$ cat src/rtl/sdram_stream_test_ctrl_pkg.sv
// Shared types and constants for the SDRAM stream test sequencer.
// Covers the FSM encoding, the checker timing constants and the pattern half-select helper.
package sdram_stream_test_ctrl_pkg;

  typedef enum logic [2:0] {
    ST_IDLE,
    ST_WRITE,
    ST_READ,
    ST_CHECK,
    ST_DONE
  } state_t;

  localparam int WORD_W     = 16;
  // Cycles between a word reaching the checker and its error flag becoming valid
  localparam int CHK_LAT    = 2;
  // Words the checker needs before its error flag means anything
  localparam int QUAL_WORDS = 4;

  function automatic logic [WORD_W-1:0] pattern_half(input logic [31:0] value, input logic low_half);
    return low_half ? value[15:0] : value[31:16];
  endfunction

endpackage

$ cat src/rtl/sdram_stream_test_ctrl_if.sv
// Word-wide write and read ports between the test sequencer and the SDRAM controller.
// The sequencer is the master; the memory side is the slave.
interface sdram_stream_test_ctrl_if
  import sdram_stream_test_ctrl_pkg::*;
#(
  parameter int ADDR_W = 22
);
  logic              wr_valid;
  logic              wr_ready;
  logic [ADDR_W-1:0] wr_addr;
  logic [WORD_W-1:0] wr_data;
  logic              rd_req;
  logic              rd_ready;
  logic [ADDR_W-1:0] rd_addr;
  logic              rd_valid;
  logic [WORD_W-1:0] rd_data;

  modport master (
    output wr_valid, wr_addr, wr_data, rd_req, rd_addr,
    input  wr_ready, rd_ready, rd_valid, rd_data
  );

  modport slave (
    input  wr_valid, wr_addr, wr_data, rd_req, rd_addr,
    output wr_ready, rd_ready, rd_valid, rd_data
  );
endinterface

$ cat src/rtl/sdram_stream_test_ctrl_pattern_gen.sv
// Incrementing 32-bit pattern source, emitted as 16-bit words high half first.
// The counter survives across passes and runs; only reset clears it.
module stream_pattern_gen
  import sdram_stream_test_ctrl_pkg::*;
(
  input  logic              clk,
  input  logic              rst,
  input  logic              advance,
  output logic [WORD_W-1:0] word
);
  logic [31:0] cnt_reg;
  logic [31:0] cnt_next;
  logic        half_reg;
  logic        half_next;

  always_comb begin
    cnt_next  = cnt_reg;
    half_next = half_reg;
    if (advance) begin
      half_next = ~half_reg;
      if (half_reg) begin
        cnt_next = cnt_reg + 32'd1;
      end
    end
  end

  always_ff @(posedge clk or posedge rst) begin
    if (rst) begin
      cnt_reg  <= '0;
      half_reg <= 1'b0;
    end else begin
      cnt_reg  <= cnt_next;
      half_reg <= half_next;
    end
  end

  assign word = pattern_half(cnt_reg, half_reg);

endmodule

$ cat src/rtl/sdram_stream_test_ctrl.sv
// SDRAM stream test sequencer: writes a counter burst, reads it back, feeds the checker,
// and tracks errors, read timeouts and completed passes in single-shot or loop mode.
module sdram_stream_test_ctrl
  import sdram_stream_test_ctrl_pkg::*;
#(
  parameter int BURST_WORDS = 256,
  parameter int ADDR_W      = 22,
  parameter int TIMEOUT     = 1024
) (
  input  logic                     clk,
  input  logic                     rst,
  input  logic                     start,
  input  logic                     loop,
  input  logic                     stop,
  sdram_stream_test_ctrl_if.master mem,
  output logic                     chk_wren,
  output logic [WORD_W-1:0]        chk_data,
  input  logic                     chk_err,
  output logic                     busy,
  output logic                     done,
  output logic                     err,
  output logic                     timeout,
  output logic [31:0]              pass_cnt
);
  localparam int IDX_W = $clog2(BURST_WORDS + 1);
  localparam int TO_W  = $clog2(TIMEOUT + 1);
  localparam logic [IDX_W-1:0] LAST_IDX  = IDX_W'(BURST_WORDS - 1);
  localparam logic [IDX_W-1:0] BURST_IDX = IDX_W'(BURST_WORDS);
  localparam logic [TO_W-1:0]  TO_LAST   = TO_W'(TIMEOUT - 1);
  localparam logic [2:0]       QUAL_CNT  = 3'(QUAL_WORDS);
  localparam logic [1:0]       LAT_CNT   = 2'(CHK_LAT);
  localparam logic [1:0]       CHK_LAST  = 2'(CHK_LAT - 1);

  state_t            state_reg, state_next;
  logic [IDX_W-1:0]  wr_idx_reg, wr_idx_next;
  logic [IDX_W-1:0]  rd_cmd_reg, rd_cmd_next;
  logic [IDX_W-1:0]  rd_rcv_reg, rd_rcv_next;
  logic [1:0]        chk_cyc_reg, chk_cyc_next;
  logic [TO_W-1:0]   to_cnt_reg, to_cnt_next;
  logic [2:0]        fwd_cnt_reg, fwd_cnt_next;
  logic [1:0]        qual_dly_reg, qual_dly_next;
  logic [ADDR_W-1:0] base_reg, base_next;
  logic              loop_reg, loop_next;
  logic              stop_reg, stop_next;
  logic              err_reg, err_next;
  logic              timeout_reg, timeout_next;
  logic [31:0]       pass_cnt_reg, pass_cnt_next;
  logic              chk_wren_reg;
  logic [WORD_W-1:0] chk_data_reg;

  logic              wr_fire;
  logic              rd_req_int;
  logic              rd_fire;
  logic              rd_take;
  logic              qualified;
  logic              err_set;
  logic [WORD_W-1:0] pattern_word;

  assign wr_fire    = (state_reg == ST_WRITE) && mem.wr_ready;
  assign rd_req_int = (state_reg == ST_READ) && (rd_cmd_reg != BURST_IDX);
  assign rd_fire    = rd_req_int && mem.rd_ready;
  assign rd_take    = (state_reg == ST_READ) && mem.rd_valid;
  assign qualified  = (fwd_cnt_reg == QUAL_CNT) && (qual_dly_reg == LAT_CNT);
  assign err_set    = qualified && chk_err && ((state_reg == ST_READ) || (state_reg == ST_CHECK));

  stream_pattern_gen u_pattern (
    .clk     (clk),
    .rst     (rst),
    .advance (wr_fire),
    .word    (pattern_word)
  );

  always_comb begin
    state_next    = state_reg;
    wr_idx_next   = wr_idx_reg;
    rd_cmd_next   = rd_cmd_reg;
    rd_rcv_next   = rd_rcv_reg;
    chk_cyc_next  = chk_cyc_reg;
    to_cnt_next   = to_cnt_reg;
    fwd_cnt_next  = fwd_cnt_reg;
    qual_dly_next = qual_dly_reg;
    base_next     = base_reg;
    loop_next     = loop_reg;
    stop_next     = stop_reg | stop;
    err_next      = err_reg | err_set;
    timeout_next  = timeout_reg;
    pass_cnt_next = pass_cnt_reg;

    // Qualification window: count forwarded words, then let the checker settle
    if (chk_wren_reg && (fwd_cnt_reg != QUAL_CNT)) begin
      fwd_cnt_next = fwd_cnt_reg + 3'd1;
    end
    if ((fwd_cnt_reg == QUAL_CNT) && (qual_dly_reg != LAT_CNT)) begin
      qual_dly_next = qual_dly_reg + 2'd1;
    end

    case (state_reg)
      ST_IDLE: begin
        stop_next = 1'b0;
        if (start) begin
          state_next    = ST_WRITE;
          loop_next     = loop & ~stop;
          err_next      = 1'b0;
          timeout_next  = 1'b0;
          pass_cnt_next = '0;
          wr_idx_next   = '0;
          fwd_cnt_next  = '0;
          qual_dly_next = '0;
        end
      end
      ST_WRITE: begin
        if (wr_fire) begin
          if (wr_idx_reg == LAST_IDX) begin
            state_next  = ST_READ;
            wr_idx_next = '0;
            rd_cmd_next = '0;
            rd_rcv_next = '0;
            to_cnt_next = '0;
          end else begin
            wr_idx_next = wr_idx_reg + 1'b1;
          end
        end
      end
      ST_READ: begin
        if (rd_fire) begin
          rd_cmd_next = rd_cmd_reg + 1'b1;
        end
        if (mem.rd_valid) begin
          rd_rcv_next = rd_rcv_reg + 1'b1;
          to_cnt_next = '0;
          if (rd_rcv_reg == LAST_IDX) begin
            state_next   = ST_CHECK;
            chk_cyc_next = '0;
          end
        end else if (to_cnt_reg == TO_LAST) begin
          state_next   = ST_DONE;
          timeout_next = 1'b1;
        end else begin
          to_cnt_next = to_cnt_reg + 1'b1;
        end
      end
      ST_CHECK: begin
        if (chk_cyc_reg == CHK_LAST) begin
          pass_cnt_next = pass_cnt_reg + 32'd1;
          base_next     = base_reg + ADDR_W'(BURST_WORDS);
          if (loop_reg && !(stop_reg || stop) && !(err_reg || err_set)) begin
            state_next    = ST_WRITE;
            wr_idx_next   = '0;
            fwd_cnt_next  = '0;
            qual_dly_next = '0;
          end else begin
            state_next = ST_DONE;
          end
        end else begin
          chk_cyc_next = chk_cyc_reg + 2'd1;
        end
      end
      ST_DONE: begin
        state_next = ST_IDLE;
      end
      default: begin
        state_next = ST_IDLE;
      end
    endcase
  end

  always_ff @(posedge clk or posedge rst) begin
    if (rst) begin
      state_reg    <= ST_IDLE;
      wr_idx_reg   <= '0;
      rd_cmd_reg   <= '0;
      rd_rcv_reg   <= '0;
      chk_cyc_reg  <= '0;
      to_cnt_reg   <= '0;
      fwd_cnt_reg  <= '0;
      qual_dly_reg <= '0;
      base_reg     <= '0;
      loop_reg     <= 1'b0;
      stop_reg     <= 1'b0;
      err_reg      <= 1'b0;
      timeout_reg  <= 1'b0;
      pass_cnt_reg <= '0;
    end else begin
      state_reg    <= state_next;
      wr_idx_reg   <= wr_idx_next;
      rd_cmd_reg   <= rd_cmd_next;
      rd_rcv_reg   <= rd_rcv_next;
      chk_cyc_reg  <= chk_cyc_next;
      to_cnt_reg   <= to_cnt_next;
      fwd_cnt_reg  <= fwd_cnt_next;
      qual_dly_reg <= qual_dly_next;
      base_reg     <= base_next;
      loop_reg     <= loop_next;
      stop_reg     <= stop_next;
      err_reg      <= err_next;
      timeout_reg  <= timeout_next;
      pass_cnt_reg <= pass_cnt_next;
    end
  end

  // Read data only reaches the checker while the pass is still reading
  always_ff @(posedge clk or posedge rst) begin
    if (rst) begin
      chk_wren_reg <= 1'b0;
      chk_data_reg <= '0;
    end else begin
      chk_wren_reg <= rd_take;
      chk_data_reg <= mem.rd_data;
    end
  end

  assign mem.wr_valid = (state_reg == ST_WRITE);
  assign mem.wr_addr  = base_reg + ADDR_W'(wr_idx_reg);
  assign mem.wr_data  = pattern_word;
  assign mem.rd_req   = rd_req_int;
  assign mem.rd_addr  = base_reg + ADDR_W'(rd_cmd_reg);

  assign chk_wren = chk_wren_reg;
  assign chk_data = chk_data_reg;
  assign busy     = (state_reg != ST_IDLE);
  assign done     = (state_reg == ST_DONE);
  assign err      = err_reg;
  assign timeout  = timeout_reg;
  assign pass_cnt = pass_cnt_reg;

endmodule

$ cat src/flat_wrapper.sv
// flat-port wrapper written by rule: the top's interface ports become plain ports
module sdram_stream_test_ctrl_flat import sdram_stream_test_ctrl_pkg::*;
#(
  parameter int BURST_WORDS = 256,
  parameter int ADDR_W      = 22,
  parameter int TIMEOUT     = 1024
)
  (clk, rst, start, loop, stop, chk_wren, chk_data, chk_err, busy, done, err, timeout, pass_cnt, mem_wr_valid, mem_wr_addr, mem_wr_data, mem_rd_req, mem_rd_addr, mem_wr_ready, mem_rd_ready, mem_rd_valid, mem_rd_data);
  sdram_stream_test_ctrl_if #(.ADDR_W(ADDR_W)) mem_i ();
  input  logic clk;
  input  logic rst;
  input  logic start;
  input  logic loop;
  input  logic stop;
  output logic chk_wren;
  output logic [WORD_W-1:0] chk_data;
  input  logic chk_err;
  output logic busy;
  output logic done;
  output logic err;
  output logic timeout;
  output logic [31:0] pass_cnt;
  output wire logic [$bits(mem_i.wr_valid)-1:0] mem_wr_valid;
  output wire logic [$bits(mem_i.wr_addr)-1:0] mem_wr_addr;
  output wire logic [$bits(mem_i.wr_data)-1:0] mem_wr_data;
  output wire logic [$bits(mem_i.rd_req)-1:0] mem_rd_req;
  output wire logic [$bits(mem_i.rd_addr)-1:0] mem_rd_addr;
  input wire logic [$bits(mem_i.wr_ready)-1:0] mem_wr_ready;
  input wire logic [$bits(mem_i.rd_ready)-1:0] mem_rd_ready;
  input wire logic [$bits(mem_i.rd_valid)-1:0] mem_rd_valid;
  input wire logic [$bits(mem_i.rd_data)-1:0] mem_rd_data;
  assign mem_wr_valid = mem_i.wr_valid;
  assign mem_wr_addr = mem_i.wr_addr;
  assign mem_wr_data = mem_i.wr_data;
  assign mem_rd_req = mem_i.rd_req;
  assign mem_rd_addr = mem_i.rd_addr;
  assign mem_i.wr_ready = mem_wr_ready;
  assign mem_i.rd_ready = mem_rd_ready;
  assign mem_i.rd_valid = mem_rd_valid;
  assign mem_i.rd_data = mem_rd_data;
  sdram_stream_test_ctrl #(.BURST_WORDS(BURST_WORDS), .ADDR_W(ADDR_W), .TIMEOUT(TIMEOUT)) u_core (.clk(clk), .rst(rst), .start(start), .loop(loop), .stop(stop), .mem(mem_i), .chk_wren(chk_wren), .chk_data(chk_data), .chk_err(chk_err), .busy(busy), .done(done), .err(err), .timeout(timeout), .pass_cnt(pass_cnt));
endmodule
$ cat config.mk
export PLATFORM = sky130hd
export DESIGN_NAME = sdram_stream_test_ctrl_flat
export DESIGN_NICKNAME = d
export VERILOG_FILES = /design/src/rtl/sdram_stream_test_ctrl_pkg.sv /design/src/rtl/sdram_stream_test_ctrl_if.sv /design/src/rtl/sdram_stream_test_ctrl_pattern_gen.sv /design/src/rtl/sdram_stream_test_ctrl.sv /design/src/flat_wrapper.sv
export SDC_FILE = /design/constraint.sdc
export NUM_CORES = 1
export LEC_CHECK = 0
export ABC_CLOCK_PERIOD_IN_PS = 7400
export CAP_MARGIN = 10
export CORE_UTILIZATION = 58
export CTS_BUF_LIST = sky130_fd_sc_hd__clkbuf_8 sky130_fd_sc_hd__clkbuf_16
export DETAILED_ROUTE_END_ITERATION = 6
export PLACE_DENSITY = 0.86
export SYNTH_ARGS = -nofsm -noshare
export SYNTH_HDL_FRONTEND = slang
export SYNTH_HIERARCHICAL = 1
export SYNTH_SLANG_ARGS = --single-unit
$ cat constraint.sdc
create_clock -name clk -period 7.4 [get_ports clk]
set_input_delay 0.74 -clock clk [delete_from_list [all_inputs] [get_ports clk]]
set_output_delay 0.74 -clock clk [all_outputs]
set_load 0.01 [all_outputs]
; After elaboration in Yosys (flattened, before gate mapping)
; Index checks and enable logic that the tools add are counted.
; Widths: inputs -> output; s select.
[word_totals]
reg_bits = 156
input_bits = 25
output_inout_bits = 115
wordCells = 147
[op_classes]
n_addsub = 12
n_eq_ne = 27
mux = 51
n_bitwise = 5
n_reduce_logical = 34
[ops]
columns = operator, n
row1 = $mux 9, 9
row2 = $add 32x1->32 const B, 2
row3 = $mux 32, 2
row4 = $pmux 32 s2, 1
row5 = $add 22x9->22, 2
row6 = $mux 11, 4
row7 = $mux 3, 12
row8 = $pmux 9 s2, 2
row9 = $add 9x1->9 const B, 3
row10 = $pmux 9 s3, 1
row11 = $add 22x9->22 const B, 1
row12 = $pmux 11 s2, 1
row13 = $reduce_and 4->1, 5
row14 = $eq 9x8->1 const B, 2
row15 = $ne 2x2->1 const B, 9
row16 = $mux 16, 1
row17 = $mux 2, 7
row18 = $ne 3x3->1 const B, 4
row19 = $pmux 3 s4, 1
row20 = $add 11x1->11 const B, 1
row21 = $eq 11x10->1 const B, 1
row22 = $logic_and 1x1->1, 11
row23 = $ne 9x9->1 const B, 1
row24 = $pmux 2 s2, 2
row25 = 23 further kinds, 44

; Longest topological paths before layout
[depth]
depth_word = 10
depth_mapped = 8
mapped_depth_nobuf = 8

; By module
; Netlist, hierarchy kept.
[by_module_without_submodules]
columns = module, instances, cells_each, area_per_inst_um2, seq_area_each_um2
row1 = sdram_stream_test_ctrl, 1, 650, 6268.5, 2877.8
row2 = stream_pattern_gen, 1, 145, 1706.6, 825.8

; Least setup slack after synthesis
; OpenSTA, ideal clock, no wires.
[synth_path]
kind = input-to-reg
from = input port start
to = register u_core.pass_cnt_reg[27], in the netlist u_core/pass_cnt[27]
setup_time_ns = 0.078
arrival_time_ns = 2.207
t_required_ns = 7.322
slack_ns = 5.116
cell_stages = 4
path_buffers = 0
cell_sequence = or3b_4 -> a2111o_1 -> or4_1 -> a21oi_1
[synth_via]
elab_chain_cells = 2
[synth_rtl]
columns = element, line_no
row1 = "start, declared", flat_wrapper.sv:12  ; input logic start;
row2 = $ne 2x2->1 (no source line), n/a
row3 = $reduce_and 3->1 (no source line), n/a
row4 = "end signal, assigned", sdram_stream_test_ctrl.sv:197  ; pass_cnt_reg <= pass_cnt_next;
row5 = "end, declared", sdram_stream_test_ctrl.sv:47  ; logic [31:0] pass_cnt_reg, pass_cnt_next;
; Every way passes these cells.
; A chain may end at the register's enable or synchronous reset.

; Final worst setup path
[layout_path]
from = register u_core.state_reg[0]
to = output port mem_wr_valid
[layout_via]
elab_chain_cells = 1
[layout_rtl]
columns = element, line_no
row1 = "start, declared", sdram_stream_test_ctrl.sv:34  ; state_t state_reg, state_next;
row2 = "start signal, assigned", sdram_stream_test_ctrl.sv:184  ; state_reg <= state_next;
row3 = $eq 3x1->1, sdram_stream_test_ctrl.sv:212  ; assign mem.wr_valid = (state_reg == ST_WRITE);
row4 = "end, declared", flat_wrapper.sv:23  ; output wire logic [$bits(mem_i.wr_valid)-1:0] mem_wr_valid;
; Every way passes these cells.

==> metrics.txt <==
Hold WS ~0.47 ns; H-tree levels 4; commonest non-fill, non-tap cells in the layout dfrtp_1, clkdlybuf4s50_1, nand2_1, nor2_1, nand3_1; final number of hold-violating endpoints 0; routability cong. between 0.8 and 0.9; crit path cell chain or3b_2 > inv_1 > clkdlybuf4s50_1; clock buffer depth 2; slew of the pin with the lowest slew margin 1.10 ns; CTS tree done; Worst Skew approximately 0.013 ns; vias per cell 6.04; drt first-iter violations about 520; number of remaining DRC errors 0; routed wire length 18600 um; Placement Rows 42; Required @ worst endpoint approximately 6.7 ns; synth warn 6; Tcrit/Tclk final 0.446; Cell Area, Synth between 7000 and 8000 sq um; unique cell type count in the Yosys netlist 68; vias post-DR approximately 6600; drt first pass iters 5; synth-to-layout area growth 24.9%; Synth Area in Simple Gates 0.233; CTS resizes 0; CP max FO 27; clk_lat worst skew roughly 0.43 ns; adder-cell share of the synthesized area 0.0267; sequential-to-total area share from yosys stat 0.464; pin count of the biggest net entering global routing between 60 and 70; run status completed; xor/xnor share of the synthesized area 0.0912; crit path DAT 2.56 ns; Post-CTS Hold Fix Bufs 0; initial antenna violation count 0; setup_tns 0 ns; most common cell after layout, fill and taps aside dfrtp_1; clock sink total approximately 150; Critical path buffers and inverters 2; first-pass GRT wire length roughly 31000 um; core area 13300 sq um; Metal-1 WL just over 8000 um; placed wire-length estimate about 13000 um; cts bufs inserted 17; met3 wire length 1110 um; vias in the first global route around 6400; RSZ-0062 raised after global routing false; top sig layer met4; Avg Synthesized Cell Area ~10 sq um; Peak VDD IR between 0.0002 and 0.0003 V; WL/cell approximately 17 um; Startpoint Class flip-flop; asr flop ratio synth 1.00; antenna viol nets, final 0; Synth Flop Type dfrtp_1; Slew HR 0.258; met2 routed WL between 8000 and 9000 um; post-synthesis mux area share 0.0384; post-synthesis cell count 795; fraction of layout instances using a drive strength above 1 0.0892; Critical Path Max Stage Delay around 0.84 ns; clock-pin slew on the worst setup and hold paths roughly 0.06 ns; port bufs ~140; Die H 119 um; crit path time final around 3.3 ns; synthesized net count 837; EDFF count, synth 0; main combinational cell family by area after synthesis simple AND/OR/NAND/NOR gates; Die X 119 um; crit path kind flip-flop to primary output; io pins 140; clk root buf clkbuf_16; slowest stage cell on the critical path dfrtp_1; # diodes 0; FF+latch count, synth around 150; static leakage around 4.3 nW; CP delay by family, top flip-flops; overall routing resource usage 0.277; grt ovf 0; Starting Density 0.597; Die Area between 10000 and 15000 sq um; Hold Crit Class flip-flop to flip-flop; Setup Buffers After CTS 0; complex-gate fraction of the synthesized area 0.104; Pwr per Cell Area about 210 nW/um^2; Worst Setup End Kind primary output; final setup violation count 0; Final nets approximately 950; max-slew violation total from the final report 0; Fmax achieved slightly above 300 MHz; total of max-cap violations 0
## where the power goes
group	total, mW	leakage (nW)	internal [mW]	switching (mW)
combinational	0.239	2.12	0.123	0.116
clock	0.887	0.298	0.547	0.340
sequential	0.933	1.90	0.868	0.0647
## synthesized netlist by cell type, types with 6 or more instances
master    instances  area [sq um]
nand4_1          35           219
nand2_1          64           240
o31ai_1          16           120
inv_1            19          71.3
a21oi_1          30           150
mux2_2           21           236
o211ai_1          9          67.6
nor2_1           56           210
xor2_1           37           324
or3_1             8          50.1
and4_1           11          96.3
buf_4            18           135
o21ai_0          22           110
or4_1            19           143
nand3_1          53           265
nor3_1           10          50.1
or2_2             9          56.3
clkbuf_1         26          97.6
and3_1           12          75.1
dfrtp_1         148          3700
a211o_1           6          52.6
ha_1             17           213
a31oi_1           9          56.3
mux2i_1           7          70.1
xnor2_1          46           403
nand3b_1          6          45.0
## routing by layer
metal | vias to the layer above | GRT usage
li1 | 3106 | -
met1 | 3260 | 0.374
met2 | 220 | 0.440
met3 | 23 | 0.0738
met4 | 0 | 0.0807
met5 | - | 0
## through the flow
stage	instance area [sq um]	total power [mW]	setup WS, ns	std cells	util
finish	9960	2.06	4.10	1095	0.747
floorplan	7980	1.09	3.62	795	-
detailed placement	9360	1.19	4.17	1063	0.701
global placement	9360	1.17	4.20	1063	0.701
CTS	9960	2.07	4.10	1095	0.747
global route	9960	2.14	3.96	1095	0.747
## cell type report
type	count	area, sq um
fillers	956	3380
flip-flops and latches	148	3700
clock inverters	13	156
multi-input cells	577	3940
well taps	176	220
inverters	19	73.8
repair buffers	143	1420
clock buffers	19	453
## final timing paths
kind | cells after the start | slack (ns) | from | endpoint
min in group asynchronous | 3 | 0.82 | rst | u_core/u_pattern/cnt_reg[11]$_DFFE_PP0P_
max | 3 | 4.10 | u_core/state_reg[0]$_DFFE_PP0P_ | mem_wr_valid
min reg2reg | 2 | 0.47 | u_core/loop_reg$_DFFE_PP0P_ | u_core/loop_reg$_DFFE_PP0P_
min | 2 | 0.47 | u_core/loop_reg$_DFFE_PP0P_ | u_core/loop_reg$_DFFE_PP0P_
max reg2reg | 5 | 4.44 | u_core/state_reg[0]$_DFFE_PP0P_ | u_core/u_pattern/cnt_reg[17]$_DFFE_PP0P_
max in group asynchronous | 3 | 5.33 | rst | u_core/timeout$_DFFE_PP0P_
## tightest hold or removal path, stage by stage, from the launching register on
cell and delay [ns]:
dfrtp_1 0.34, nand2_1 0.05, nand2_1 0.05
## cell families (layout without fill, tap and decap cells)
logic type | count (synthesis) | in the layout
AOI/OAI and AO/OA | 125 | 125
buffers and inverters | 70 | 194
adders and majority gates | 17 | 17
xor gates and xnor gates | 83 | 83
and+or+nand+nor | 324 | 324
muxes | 28 | 28
DFF | 148 | 148
(Power assumes the default switching activity.)
